<file path="src/rtl/interval_counter.sv">
// Interval counter for tag-side timing: counts enabled cycles, saturating or
// wrapping at a run-time limit, with a capture strobe for back-to-back intervals.
module interval_counter #(
    parameter int WIDTH     = 10,
    parameter int WRAP_MODE = 0
) (
    input  logic             clk,
    input  logic             reset,
    input  logic             clear,
    input  logic             enable,
    input  logic [WIDTH-1:0] limit,
    input  logic             capture,
    output logic [WIDTH-1:0] count,
    output logic             overflow,
    output logic             wrap_pulse,
    output logic [WIDTH-1:0] captured,
    output logic             captured_ovf,
    output logic             captured_valid
);

    logic [WIDTH-1:0] r_count;
    logic             r_wrap_pulse;
    logic [WIDTH-1:0] r_captured;
    logic             r_captured_ovf;
    logic             r_captured_valid;

    logic             w_overflow;
    logic             w_all_ones;
    logic [WIDTH-1:0] w_count_nxt;
    logic             w_wrap_nxt;

    // Overflow only exists in saturate mode and follows limit with no latency.
    assign w_overflow = (WRAP_MODE != 0) ? 1'b0 : (r_count > limit);
    assign w_all_ones = &r_count;

    // Enabled-count update; all-ones guard keeps the increment from carrying out.
    always_comb begin
        w_count_nxt = r_count;
        w_wrap_nxt  = 1'b0;
        if (enable) begin
            if (WRAP_MODE != 0) begin
                if (r_count >= limit) begin
                    w_count_nxt = '0;
                    w_wrap_nxt  = 1'b1;
                end else begin
                    w_count_nxt = r_count + WIDTH'(1);
                end
            end else if (!w_overflow && !w_all_ones) begin
                w_count_nxt = r_count + WIDTH'(1);
            end
        end
    end

    // Priority: reset > clear > capture > enable.
    always_ff @(posedge clk) begin
        if (reset) begin
            r_count          <= '0;
            r_wrap_pulse     <= 1'b0;
            r_captured       <= '0;
            r_captured_ovf   <= 1'b0;
            r_captured_valid <= 1'b0;
        end else if (clear) begin
            r_count          <= '0;
            r_wrap_pulse     <= 1'b0;
            r_captured_valid <= 1'b0;
        end else if (capture) begin
            r_captured       <= r_count;
            r_captured_ovf   <= w_overflow;
            r_count          <= '0;
            r_wrap_pulse     <= 1'b0;
            r_captured_valid <= 1'b1;
        end else begin
            r_count          <= w_count_nxt;
            r_wrap_pulse     <= w_wrap_nxt;
            r_captured_valid <= 1'b0;
        end
    end

    assign count          = r_count;
    assign overflow       = w_overflow;
    assign wrap_pulse     = r_wrap_pulse;
    assign captured       = r_captured;
    assign captured_ovf   = r_captured_ovf;
    assign captured_valid = r_captured_valid;

endmodule

</file>
<file path="config.mk">
export PLATFORM = sky130hd
export DESIGN_NAME = interval_counter
export DESIGN_NICKNAME = d
export VERILOG_FILES = /design/src/rtl/interval_counter.sv
export SDC_FILE = /design/constraint.sdc
export NUM_CORES = 1
export LEC_CHECK = 0
export ABC_AREA = 1
export CAP_MARGIN = 25
export CORE_ASPECT_RATIO = 0.75
export CORE_MARGIN = 2
export CORE_UTILIZATION = 35
export DETAILED_ROUTE_END_ITERATION = 8
export DONT_BUFFER_PORTS = 1
export GPL_ROUTABILITY_DRIVEN = 0
export REMOVE_ABC_BUFFERS = 1
export SLEW_MARGIN = 20
export SYNTH_ARGS = -nofsm -noshare
export SYNTH_HDL_FRONTEND = slang
export SYNTH_SLANG_ARGS = --single-unit
</file>
<file path="constraint.sdc">
create_clock -name clk -period 2.5 [get_ports clk]
set_clock_uncertainty 0.1 [all_clocks]
set_input_delay 0.25 -clock clk [delete_from_list [all_inputs] [get_ports clk]]
set_output_delay 0.25 -clock clk [all_outputs]
set_load 0.05 [all_outputs]
</file>
# ---- Word-level counts from Yosys, hierarchy flattened
# Index checks and enable logic that the tools add are counted.
# W data, S select, Z words.
dict set report op_classes {
  addsub 1
  order_cmp 1
  n_mux 1
  bitwise 1
  n_reduce_logical 8
}
# operator count
set op_table {}
lappend op_table {{$add A10 B1 Y10 const B} 1}
lappend op_table {{$gt A10 B10 Y1} 1}
lappend op_table {{$reduce_and A10 Y1} 1}
lappend op_table {{$reduce_and A2 Y1} 2}
lappend op_table {{$reduce_or A3 Y1} 1}
lappend op_table {{$logic_not A1 Y1} 2}
lappend op_table {{$reduce_or A2 Y1} 1}
lappend op_table {{$logic_and A1 B1 Y1} 1}
lappend op_table {{$mux W1} 1}
lappend op_table {{$not A1 Y1} 1}
dict set report word_totals {
  reg_bits 22
  out_inout_bits 24
}

# ---- Longest topological paths before layout
dict set report depth {
  depth_word 4
  depth_mapped 14
  depth_no_buf 13
}

# ---- Worst setup path after synthesis
# OpenSTA, ideal clock, no wires.
dict set report synth_timing {
  path_kind {register to output}
  start {register r_count[5] (netlist: count[5])}
  end {output port overflow}
  arrival_time_ns 1.755
  setup_slack_ns 0.395
  stages_incl_launch_ff 11
  path_buffers 1
  path_cell_list {dfxtp_1 ha_1 nand2_1 inv_1 nand2_1 nand2_1 nand2_1 nand3_1 nand2_1 buf_2 inv_2}
}
dict set report synth_between {
  elab_chain_len 1
}
# item line_no
set synth_rtl {}
lappend synth_rtl {{from (decl)} 21} ;# logic [WIDTH-1:0] r_count;
lappend synth_rtl {{from (signal assigned)} 73} ;# r_count <= w_count_nxt;
lappend synth_rtl {{$gt A10 B10 Y1} 33} ;# assign w_overflow = (WRAP_MODE != 0) ? 1'b0 : (r_count > limit);
lappend synth_rtl {{to (decl)} 14} ;# output logic overflow,
# No other way between the ends.

# ---- Worst setup path in the final report
dict set report layout_timing {
  start {register r_count[9] (netlist: count[9])}
  end {output port overflow}
}
# The elaborated chain is that of the path after synthesis.

==> run metrics <==
Yosys cell types 26; Synth top cells by count 37 x nand2_1, 28 x nor2_1, 27 x inv_1, 22 x dfxtp_1, 16 x a21oi_1; reg2reg path depth 10; CTS buffer count 3; synthesized area 1340 um2; HP Start capture; max_cap viols 0; Std-Cell Rows 19; Detailed Routing Iterations Pass 1 4; met1 usage 20.0%; Worst VDD drop 233 uV; crit path DAT 1.87 ns; XOR/XNOR share of the synthesized area 3.93%; Avg Cell Area, Syn 6.97 um2; Seq cells post-synth 22; met3 Usage GRT 5.65%; Synth top area share 32.9%; Post-DRT Antenna Nets 0; slowest cell on the critical path dfxtp_1; CTS tree done; TritonCTS Sinks 22; Synth area leaders dfxtp_1 33%, nand2_1 10%, ha_1 10%; Yosys Warn Count 0; gr ovfl total 0; vias in the first global route 1047; Post-DP HPWL 2320 um; WL final 2990 um; top fanout value on the critical path 11; most frequent cell after synthesis nand2_1; DR WL/cell 11.8 um; DR vias 1158; maximum clock path buffer count 2; Hold Path Depth 3; Hold EP count[6]$_SDFFE_PP0P_; endpoints failing hold 0; Leakage 0.000746 uW; met2 Track Usage GR 21.4%; CP required 2.15 ns; largest family of logic cells by synthesized area simple AND/OR/NAND/NOR gates; Synth Area in Compound Gates 10.5%; fin crit share 88.8%; Setup crit start kind flop; multiplexer share of the synthesized area 0%; DRC errors left 0; CP Capture Type output port; Post-synth EDFFs 0; top_reg_cell synth dfxtp_1; Die Y 57.5 um; Max Fclk 450 MHz; Initial Util 36.5%; Pwr Density 490 nW/um2; GR peak layer met2; Hold WS 0.0672 ns; Slew HR 58.5%; largest net degree at the start of global routing 19; register area share after synthesis 32.9%; GRT Overall Usage 14.6%; ratio of cells with drive above 1 in the final layout 13.4%; Post-CTS Setup Inserts 0; HP Class input port to flop; fin area 1510 um2; Post-Synthesis Cells 192; Die X 75.4 um; Ports 39; R2R Path End count[1]$_SDFFE_PP0P_; clk slew on worst S/H paths 0.08 ns; htree depth 1; number of diodes 0; RSZ-0062 raised after global routing false; CP cell instances ha_1 > nand2_1 > nor2_1 > nand3_1 > nand3_1 > nand2_1 > inv_2 > buf_4; mean number of vias per cell 4.56; nets 230; Placement Cell Area 1460 um2; Die ar. 4340 um2; Post-synth ARST share 0%; global-route wire length before repair 4800 um; Iter 0 DRT Violations 30; Post-Synth Adder-Cell Area 10.3%; Pins Over Slew Limit 0; core box area 3660 um2; setup violators final 0; delay-heaviest family, CP simple AND/OR/NAND/NOR gates; worst skew pair latency 0.26 ns; run status complete, no violations; slew at the pin with the worst max-slew slack 0.621 ns; Crit Reg-Reg Startpoint count[9]$_SDFFE_PP0P_; clk root buf clkbuf_8; setup TNS 0 ns; Synth Area in Simple Gates 30.3%; min Tclk post-route 2.22 ns; Crit path buffers/inverters 2; Area Growth Syn to Fin 12.6%; max incr delay on CP 0.32 ns; Setup CP Type flop to output port; flop2flop setup slack 0.54 ns; # port buffers 0; initial antenna violation count 0; Power Total 739 uW; Synth area leader dfxtp_1
-- cell usage in the layout, fill, tap and decap left out, types with 3 or more instances in the layout --
master / n
clkbuf_8: 3
dfxtp_1: 22
nor2_1: 28
o21ai_1: 5
inv_1: 27
xnor2_1: 4
nand3_2: 3
o21ai_0: 7
a21oi_1: 16
buf_4: 13
nand2_1: 37
nand3_1: 9
ha_1: 11
-- timing repair --
item | CTS | global route
hold buffers | 1 | 0
resized for setup | 0 | 0
endpoints found under the hold margin | 1 | 0
-- layout make-up --
type,instances,area [um2]
fill,416,2150
inverter,30,113
multi-input combinational,133,739
clock buffer,3,41.3
timing repair buffer,14,108
sequential,22,440
tap,52,65.1
-- layer usage --
metal | share of wire (%) | vias to the layer above
met3 | 8.3 | 4
met4 | 0.97 | 0
met2 | 42 | 30
li1 | - | 621
met5 | 0 | -
met1 | 49 | 503
-- flip-flops by register name, summed over array words and instances (netlist names) --
name            cells
count              10
captured_valid      1
captured_ovf        1
captured           10
-- per-stage QoR --
stage                     util [%]  worst slack (ns)  cells
final                         41.1             0.280    254
after global routing          41.1            0.0521    254
after CTS                     41.1             0.263    254
after detailed placement      39.7             0.557    250
after global placement        39.7             0.582    250
after floorplan                  -             0.172    185
-- power breakdown --
group | switching, uW | internal [uW]
logic | 69.3 | 35.2
clock network | 115 | 108
registers | 47.2 | 365
-- cell families after synthesis --
| logic type | count (synthesis) |
|---|---|
| buffers and inverters | 37 |
| DFF | 22 |
| adders and majority gates | 11 |
| other | 1 |
| and+or+nand+nor | 87 |
| AOI/OAI and AO/OA | 28 |
| xor gates and xnor gates | 6 |
-- worst reg2reg max path, stage by stage (launching register included) --
cell      delay (ns)
dfxtp_1         0.32
ha_1            0.28
nand2_1         0.08
nor2_1          0.20
nand3_1         0.11
nand3_1         0.09
nand2_1         0.23
buf_4           0.27
nand3b_1        0.09
nand2_1         0.05
nor2_1          0.09
-- how the worst max path moves through the flow --
| stage | from | end | slack, ns | depth (start not counted) |
|---|---|---|---|---|
| 3_3_place_gp | count[9]$_SDFFE_PP0P_ | overflow | 0.58 | 8 |
| 5_1_grt | count[9]$_SDFFE_PP0P_ | overflow | 0.05 | 8 |
| 2_1_floorplan | count[5]$_SDFFE_PP0P_ | overflow | 0.17 | 9 |
| 4_1_cts | count[9]$_SDFFE_PP0P_ | overflow | 0.26 | 8 |
| 6_report | count[9]$_SDFFE_PP0P_ | overflow | 0.28 | 8 |
| 3_5_place_dp | count[9]$_SDFFE_PP0P_ | count[2]$_SDFFE_PP0P_ | 0.56 | 9 |
No activity file was read; power rests on OpenSTA's default activity.
